### config.mk
export PLATFORM = sky130hd
export DESIGN_NAME = ifetch_byte_loader
export DESIGN_NICKNAME = d
export VERILOG_FILES = /design/src/rtl/y86_pkg.sv /design/src/rtl/instr_len_decode.sv /design/src/rtl/ifetch_byte_loader.sv
export SDC_FILE = /design/constraint.sdc
export NUM_CORES = 1
export LEC_CHECK = 0
export CORE_MARGIN = 3
export CORE_UTILIZATION = 50
export CTS_CLUSTER_SIZE = 25
export DETAILED_ROUTE_END_ITERATION = 10
export PLACE_DENSITY_LB_ADDON = 0.1
export RECOVER_POWER = 50
export SLEW_MARGIN = 10
export SYNTH_ARGS = -nofsm -noshare
export SYNTH_HDL_FRONTEND = slang
export SYNTH_SLANG_ARGS = --single-unit
### constraint.sdc
create_clock -name clk -period 8.3 [get_ports clk]
set_input_delay 0.83 -clock clk [delete_from_list [all_inputs] [get_ports clk]]
set_output_delay 0.83 -clock clk [all_outputs]
set_load 0.01 [all_outputs]
### src/rtl/y86_pkg.sv
// Shared Y86-64 definitions: icode values, maximum instruction length, fetch FSM states.
package y86_pkg;

    localparam int INSTR_BYTES = 10;

    localparam logic [3:0] IHALT   = 4'h0;
    localparam logic [3:0] INOP    = 4'h1;
    localparam logic [3:0] IRRMOVQ = 4'h2;
    localparam logic [3:0] IIRMOVQ = 4'h3;
    localparam logic [3:0] IRMMOVQ = 4'h4;
    localparam logic [3:0] IMRMOVQ = 4'h5;
    localparam logic [3:0] IOPQ    = 4'h6;
    localparam logic [3:0] IJXX    = 4'h7;
    localparam logic [3:0] ICALL   = 4'h8;
    localparam logic [3:0] IRET    = 4'h9;
    localparam logic [3:0] IPUSHQ  = 4'hA;
    localparam logic [3:0] IPOPQ   = 4'hB;
    localparam logic [3:0] IIADDQ  = 4'hC;

    typedef enum logic [1:0] {
        ST_IDLE = 2'd0,
        ST_LOAD = 2'd1,
        ST_DONE = 2'd2
    } fetch_state_e;

endpackage

### src/rtl/instr_len_decode.sv
// Combinational Y86-64 instruction length from icode; unknown icodes are treated as one byte.
module instr_len_decode
    import y86_pkg::*;
(
    input  logic [3:0] icode,
    output logic [3:0] len
);

    always_comb begin
        len = 4'd1;
        case (icode)
            IRRMOVQ, IOPQ, IPUSHQ, IPOPQ:      len = 4'd2;
            IJXX, ICALL:                       len = 4'd9;
            IIRMOVQ, IRMMOVQ, IMRMOVQ, IIADDQ: len = 4'd10;
            default:                           len = 4'd1;
        endcase
    end

endmodule

### src/rtl/ifetch_byte_loader.sv
// Byte-serial loader of the 10-byte instruction window at pc into ibytes.
// Define SHORT_FETCH_EN to stop loading once the decoded instruction length is reached.
module ifetch_byte_loader
    import y86_pkg::*;
#(
    parameter logic [63:0] MEM_BYTES = 64'd8192
) (
    input  logic        clk,
    input  logic        rst,
    input  logic        start,
    input  logic [63:0] pc,
    output logic        busy,
    output logic        done,
    output logic [79:0] ibytes,
    output logic        imem_error,
    output logic        mem_req,
    output logic [63:0] mem_addr,
    input  logic        mem_ready,
    input  logic [7:0]  mem_rdata
);

    localparam logic [3:0] FULL_LEN = 4'(INSTR_BYTES);

    fetch_state_e state_q, state_d;
    logic [63:0]  pc_q, pc_d;
    logic [3:0]   k_q, k_d;
    logic [3:0]   len_q, len_d;
    logic [79:0]  ibytes_q, ibytes_d;
    logic         err_q, err_d;
    logic         done_q, done_d;
    logic         busy_q, busy_d;
    logic         req_q, req_d;
    logic [63:0]  addr_q, addr_d;
    logic [3:0]   dec_len;
    logic [3:0]   limit;
    logic [3:0]   k_next;
    logic [63:0]  a_next;
    logic         a_next_ok;

`ifdef SHORT_FETCH_EN
    instr_len_decode u_len (
        .icode (mem_rdata[7:4]),
        .len   (dec_len)
    );
`else
    assign dec_len = FULL_LEN;
`endif

    // Length is known from byte 0 as it arrives; later slots use the stored value.
    assign limit     = (k_q == 4'd0) ? dec_len : len_q;
    assign k_next    = k_q + 4'd1;
    assign a_next    = pc_q + {60'd0, k_next};
    assign a_next_ok = (a_next >= pc_q) && (a_next < MEM_BYTES);

    always_comb begin
        state_d  = state_q;
        pc_d     = pc_q;
        k_d      = k_q;
        len_d    = len_q;
        ibytes_d = ibytes_q;
        err_d    = err_q;
        done_d   = 1'b0;
        busy_d   = busy_q;
        req_d    = req_q;
        addr_d   = addr_q;
        case (state_q)
            ST_IDLE: begin
                if (start) begin
                    pc_d     = pc;
                    k_d      = 4'd0;
                    len_d    = FULL_LEN;
                    ibytes_d = '0;
                    if (pc >= MEM_BYTES) begin
                        err_d   = 1'b1;
                        done_d  = 1'b1;
                        busy_d  = 1'b0;
                        req_d   = 1'b0;
                        state_d = ST_DONE;
                    end else begin
                        err_d   = 1'b0;
                        busy_d  = 1'b1;
                        req_d   = 1'b1;
                        addr_d  = pc;
                        state_d = ST_LOAD;
                    end
                end
            end
            ST_LOAD: begin
                // Skipped slots (no request) complete in one cycle and stay zero.
                if (!req_q || mem_ready) begin
                    if (req_q) begin
                        for (int i = 0; i < INSTR_BYTES; i++) begin
                            if (k_q == 4'(i)) ibytes_d[8*i +: 8] = mem_rdata;
                        end
                    end
                    if (k_q == 4'd0) len_d = dec_len;
                    if (k_next >= limit) begin
                        done_d  = 1'b1;
                        busy_d  = 1'b0;
                        req_d   = 1'b0;
                        state_d = ST_DONE;
                    end else begin
                        k_d   = k_next;
                        req_d = a_next_ok;
                        if (a_next_ok) addr_d = a_next;
                    end
                end
            end
            ST_DONE: begin
                busy_d  = 1'b0;
                state_d = ST_IDLE;
            end
            default: begin
                busy_d  = 1'b0;
                req_d   = 1'b0;
                state_d = ST_IDLE;
            end
        endcase
    end

    always_ff @(posedge clk) begin
        if (rst) begin
            state_q  <= ST_IDLE;
            pc_q     <= '0;
            k_q      <= '0;
            len_q    <= FULL_LEN;
            ibytes_q <= '0;
            err_q    <= 1'b0;
            done_q   <= 1'b0;
            busy_q   <= 1'b0;
            req_q    <= 1'b0;
            addr_q   <= '0;
        end else begin
            state_q  <= state_d;
            pc_q     <= pc_d;
            k_q      <= k_d;
            len_q    <= len_d;
            ibytes_q <= ibytes_d;
            err_q    <= err_d;
            done_q   <= done_d;
            busy_q   <= busy_d;
            req_q    <= req_d;
            addr_q   <= addr_d;
        end
    end

    assign busy       = busy_q;
    assign done       = done_q;
    assign ibytes     = ibytes_q;
    assign imem_error = err_q;
    assign mem_req    = req_q;
    assign mem_addr   = addr_q;

endmodule

Word-level counts from Yosys, hierarchy flattened
Index checks and enable logic that the tools add are counted.
{"block": "op_classes", "n_addsub": 2, "mul": 0, "n_div": 0, "order_cmp": 4, "eq_ne": 28, "shifts": 0, "muxes": 46, "bitwise": 1, "n_reduce_logical": 22}
{"op": "$mux W64", "n": 5}
{"op": "$mux W80", "n": 3}
{"op": "$pmux W80 S2", "n": 1}
{"op": "$pmux W64 S2", "n": 1}
{"op": "$mux W8", "n": 10}
{"op": "$add A64 B4 Y64", "n": 1}
{"op": "$ge A64 B14 Y1 const B", "n": 1}
{"op": "$ge A64 B64 Y1", "n": 1}
{"op": "$lt A64 B14 Y1 const B", "n": 1}
{"op": "$reduce_and A5 Y1", "n": 10}
{"op": "$ne A2 B2 Y1 const B", "n": 17}
{"op": "$mux W4", "n": 6}
{"op": "$eq A4 B3 Y1 const B", "n": 4}
{"op": "$pmux W4 S2", "n": 2}
{"op": "$mux W1", "n": 10}
{"op": "$reduce_and A3 Y1", "n": 3}
{"op": "$eq A4 B2 Y1 const B", "n": 2}
{"op": "$eq A4 B4 Y1 const B", "n": 2}
{"op": "$mux W2", "n": 4}
{"op": "$reduce_and A6 Y1", "n": 1}
{"op": "$add A4 B1 Y4 const B", "n": 1}
{"op": "$eq A4 B1 Y1 const B", "n": 1}
{"op": "$ge A4 B4 Y1", "n": 1}
{"op": "$logic_not A4 Y1", "n": 1}
{"op": "other kinds (13)", "n": 14}
{"block": "totals", "regBits": 222, "latchBits": 0, "mem_bits_rw": 0, "romBits": 0, "in_bits": 76, "elab_cells": 122, "mem_count": 0}

Logic depth before layout (Yosys ltp)
{"block": "logic_depth", "word_depth": 8, "depth_mapped": 25, "depth_no_buf": 24}

Worst setup path after synthesis
Ideal clock, no wire load.
{"block": "synth_timing", "path_kind": "register to register", "from": "register k_q[0]", "to": "register addr_q[3] (netlist: mem_addr[3])", "t_arrival_ns": 5.054, "setup_slack_ns": 3.125, "path_stages_with_launch": 24, "period_less_slack_ns": 5.175, "path_cell_list": "dfxtp_1 > ha_1 > xor2_1 > ha_1 > a21o_1 > a21oi_1 > nor3_1 > and3_1 > nand2_1 > or4_1 > nor2_1 > and4_1 > nand3_1 > nor2_1 > ha_1 > xor2_1 > nor4b_1 > a31o_2 > a211oi_1 > o211ai_1 > a211oi_2 > o22a_1 > buf_6 > mux2_4"}
{"block": "synth_between", "elab_chain_len": 6, "elab_cells_between_ends": 15, "cone_classes": "add/sub: 2; order compare: 3; eq/ne: 2; mux: 5; reduce/logical: 3"}
{"element": "start, declared", "line_no": "ifetch_byte_loader.sv:26", "rtl": "logic [3:0] k_q, k_d;"}
{"element": "start signal, assigned", "line_no": "ifetch_byte_loader.sv:136", "rtl": "k_q <= k_d;"}
{"element": "$add A4 B1 Y4", "line_no": "ifetch_byte_loader.sv:51", "rtl": "assign k_next = k_q + 4'd1;"}
{"element": "$add A64 B4 Y64", "line_no": "ifetch_byte_loader.sv:52", "rtl": "assign a_next = pc_q + {60'd0, k_next};"}
{"element": "$ge A64 B64 Y1, or another cell as far along", "line_no": "ifetch_byte_loader.sv:53", "rtl": "assign a_next_ok = (a_next >= pc_q) && (a_next < MEM_BYTES);"}
{"element": "$logic_and A1 B1 Y1 / $mux W64 (equally long branches)", "line_no": "ifetch_byte_loader.sv:53, ifetch_byte_loader.sv:97"}
{"element": "$ne A2 B2 Y1 (no source line) / $mux W64 (equally long branches)"}
{"element": "$reduce_and A6 Y1 (no source line) / $pmux W64 S2 (equally long branches)"}
{"element": "end signal, assigned", "line_no": "ifetch_byte_loader.sv:143", "rtl": "addr_q <= addr_d;"}
{"element": "end, declared", "line_no": "ifetch_byte_loader.sv:33", "rtl": "logic [63:0] addr_q, addr_d;"}
Parallel ways exist; a longest one is shown, timed or not. The select of a mux whose other input is x is not followed.
A chain may end at the register's enable or synchronous reset.

Worst setup path in the final report
{"block": "layout_timing", "from": "register k_q[0]", "to": "register addr_q[2] (netlist: mem_addr[2])"}
The elaborated chain is that of the path after synthesis.

==> key figures <==
Floorplanning
  • Die footprint: 24100 um2
  • Total core area: 21900 um2
  • Num rows: 54
  • Io pins: 224
  • Die span in y: 155 um
  • Starting Density: 0.510
  • DIE WIDTH: 155 um

Final layout
  • Final net count: 1655
  • N_diodes: 0
  • Commonest non-fill, non-tap cell in the layout: nand2_1
  • Area of the multi-input gates: 6250 um2
  • Area Overhead vs Synth: 27.9%
  • FF/Latch Area: 4420 um2
  • Proportion of layout cells with a drive suffix above 1: 0.0465
  • Final Cell Area: 14300 um2
  • FILL cells: 1896
  • Non-Filler Instances: 1829
  • Most frequent cells in the layout: nand2_1 (234), dfxtp_1 (221), nor2_1 (136)

Setup path
  • Worst path required time: 8.69 ns
  • Crit path max fanout: 11
  • CP Launch Type: register
  • CP arrival: 6.85 ns
  • Kind of critical path: register to register
  • Setup crit end kind: register

Placed design
  • Post-DP HPWL: 23700 um
  • Post-DP Area: 13500 um2
  • Final Wtd Congestion: 0.931
  • Dpl cells: 1788
  • # port buffers: 223

STA
  • Hold Violations, Final: 0
  • RSZ-0062 raised after global routing: no
  • Slew of the pin with the lowest slew margin: 2.98 ns
  • F_max: 155 MHz
  • Final Cycle Share: 0.779
  • Setup Skew: 0.0158 ns
  • Max Slew Vio Count: 68
  • Fin crit period: 6.47 ns
  • Setup TNS: 0 ns
  • Max-Slew Margin vs Limit: -0.985
  • Count of endpoints failing setup in the final report: 0

Logic synthesis
  • Post-synthesis mux area share: 0.0915
  • Sequential share of the synthesized area: 0.396
  • #FFs+latches synth: 221
  • Simple-gate share of the synthesized area: 0.281
  • Mapped Nets: 1473
  • Largest family of logic cells by synthesized area: simple AND/OR/NAND/NOR gates
  • Synth async-reset ratio: 0
  • Post-Syn Area: 11200 um2
  • Ys Warns: 0
  • Syn Inst Count: 1352
  • Main synth FF type: dfxtp_1
  • Synth Area in XOR/XNOR: 0.0432
  • Post-Synth Adder-Cell Area: 0.0511
  • Mean post-synth cell area: 8.25 um2
  • Number of synthesized flops with an enable pin: 0
  • Netlist cell types: 73
  • Synth Area in Compound Gates: 0.0927

CTS
  • CTS tree: done
  • H-tree levels: 1
  • CTS Buf Count: 24
  • Setup fix buffers added after clock tree synthesis: 0
  • Hold_buf cts: 0
  • CTS root buffer: clkbuf_16
  • PostCTS Resize Cnt: 0
  • Skew-Pair Late Insertion Delay: 0.51 ns
  • Clock sink count: 221
  • CTS Buffer Depth: 3
  • CTS clk-pin slew, worst paths: 0.06 ns

GRT
  • GRT Util Overall: 0.259
  • Total grt overflow: 0
  • Global-route wire length before repair: 51800 um
  • Antenna violations before repair: 0
  • Largest net degree at the start of global routing: 98
  • Vias in the first global route: 9601

Power
  • Net Sw Frac: 0.247
  • P_leak: 0.00612 uW
  • Sw Pwr: 594 uW
  • P_int: 1810 uW
  • Pwr per Cell Area: 169 nW/um2
  • Seq pwr share: 0.464
  • VDD IR max: 0.165 mV
  • Clock group share of total power: 0.437
  • Gate power share: 0.099

Route
  • DRT iter0 DRCs: 706
  • Wirelength per Cell: 17.7 um
  • Antenna Nets Post-Route: 0
  • Vias per cell: 5.55
  • Residual DRC: 0
  • TritonRoute pass-1 iters: 5
  • Drt total wl: 32400 um
  • Vias: 10200

Run
  • Max cap viols: 1

Status
  • Status: complete, but fails checks
  • Failing checks: capacitance limit, slew limit

Hold path
  • HP Class: register to register
worst max-delay path, cell delays in order, from the launching register on:
cell and delay, ns:
dfxtp_1 0.43, ha_1 0.25, xor2_1 0.29, ha_1 0.28, a21o_1 0.10, a21oi_1 0.15, nor3_1 0.47, and3_1 0.28
nand2_1 0.15, or4_1 0.61, nor2_1 0.13, and4_1 0.23, nand3_1 0.17, nor2_1 0.17, ha_1 0.28, xor2_1 0.18
nor4b_1 0.16, a31o_2 0.22, a211oi_1 0.20, o211ai_1 0.17, a211oi_2 0.37, o22a_1 0.67, mux2_2 0.40
final cells by class:
class                   instances  share of cell area
multi-input cells            1009               0.438
repair buffers                229               0.159
well taps                     280              0.0246
clock buffers                  31              0.0489
flip-flops and latches        221               0.310
clock inverters                10             0.00605
inverters                      49              0.0129
cells in the mapped netlist, drive strengths merged (4+ instances only):
library cell,number,area [um2]
inv,48,180
clkbuf,57,216
nand4,33,234
nor2,137,514
o21ai,15,75.1
ha,44,551
nand2,235,882
nand3,31,155
mux2,5,60.1
a21o,6,45.0
nor3,26,130
and3,15,93.8
or4,4,37.5
dfxtp,221,4420
o211ai,16,120
xor2,36,315
and4,11,96.3
and2,73,457
nor2b,7,43.8
a31oi,7,43.8
nor3b,4,30.0
buf,16,87.6
a21oi,84,420
o31ai,4,30.0
mux2i,96,961
or3,7,43.8
nor4,37,253
xnor2,19,166
a211oi,8,65.1
nand2b,8,50.1
or2,5,31.3
per-stage QoR:
| step | total power, uW | utilization | setup WS (ns) | hold WS, ns |
|---|---|---|---|---|
| floorplan | 1280 | - | 3.12 | 0.412 |
| global placement | 1370 | 0.616 | 2.13 | 0.429 |
| detailed placement | 1370 | 0.616 | 1.91 | 0.431 |
| CTS | 2430 | 0.652 | 1.86 | 0.451 |
| global route | 2500 | 0.652 | 1.36 | 0.465 |
| finish | 2400 | 0.652 | 1.83 | 0.451 |
power groups by stage:
stage | logic, uW | registers (uW) | clock network (uW)
CTS | 237 | 1120 | 1080
global route | 263 | 1120 | 1120
finish | 238 | 1120 | 1050
global placement | 234 | 1140 | 0
floorplan | 158 | 1120 | 0
detailed placement | 236 | 1140 | 0
metal layers:
metal,vias up,share of wire,routed length (um),GRT usage
met3,53,0.071,2310,0.0531
met1,4760,0.47,15100,0.375
met4,0,0.024,791,0.0717
met5,-,0,0,0
li1,5010,-,-,-
met2,330,0.44,14200,0.391
kinds of logic (layout without fill, tap and decap cells):
logic type / after synthesis / in the layout
AOI/OAI and AO/OA: 166 / 166
xor gates and xnor gates: 55 / 55
adders and majority gates: 45 / 45
buffers and inverters: 122 / 319
DFF: 221 / 221
muxes: 101 / 101
and+or+nand+nor: 642 / 642
worst paths after layout:
path	start	endpoint	slack, ns	cells past startpoint
min	mem_addr[47]	mem_addr[47]	0.45	1
max	k_q[0]	mem_addr[2]	1.83	22
min reg2reg	mem_addr[47]	mem_addr[47]	0.45	1
max reg2reg	k_q[0]	mem_addr[2]	1.83	22
state kept, by name, indices dropped and copies added (netlist names):
signal	cells
busy	1
done	1
ibytes	80
imem_error	1
k_q	4
len_q	4
mem_addr	64
mem_req	1
pc_q	64
state_q	1
Note: power is estimated with default switching activity, not from simulation.
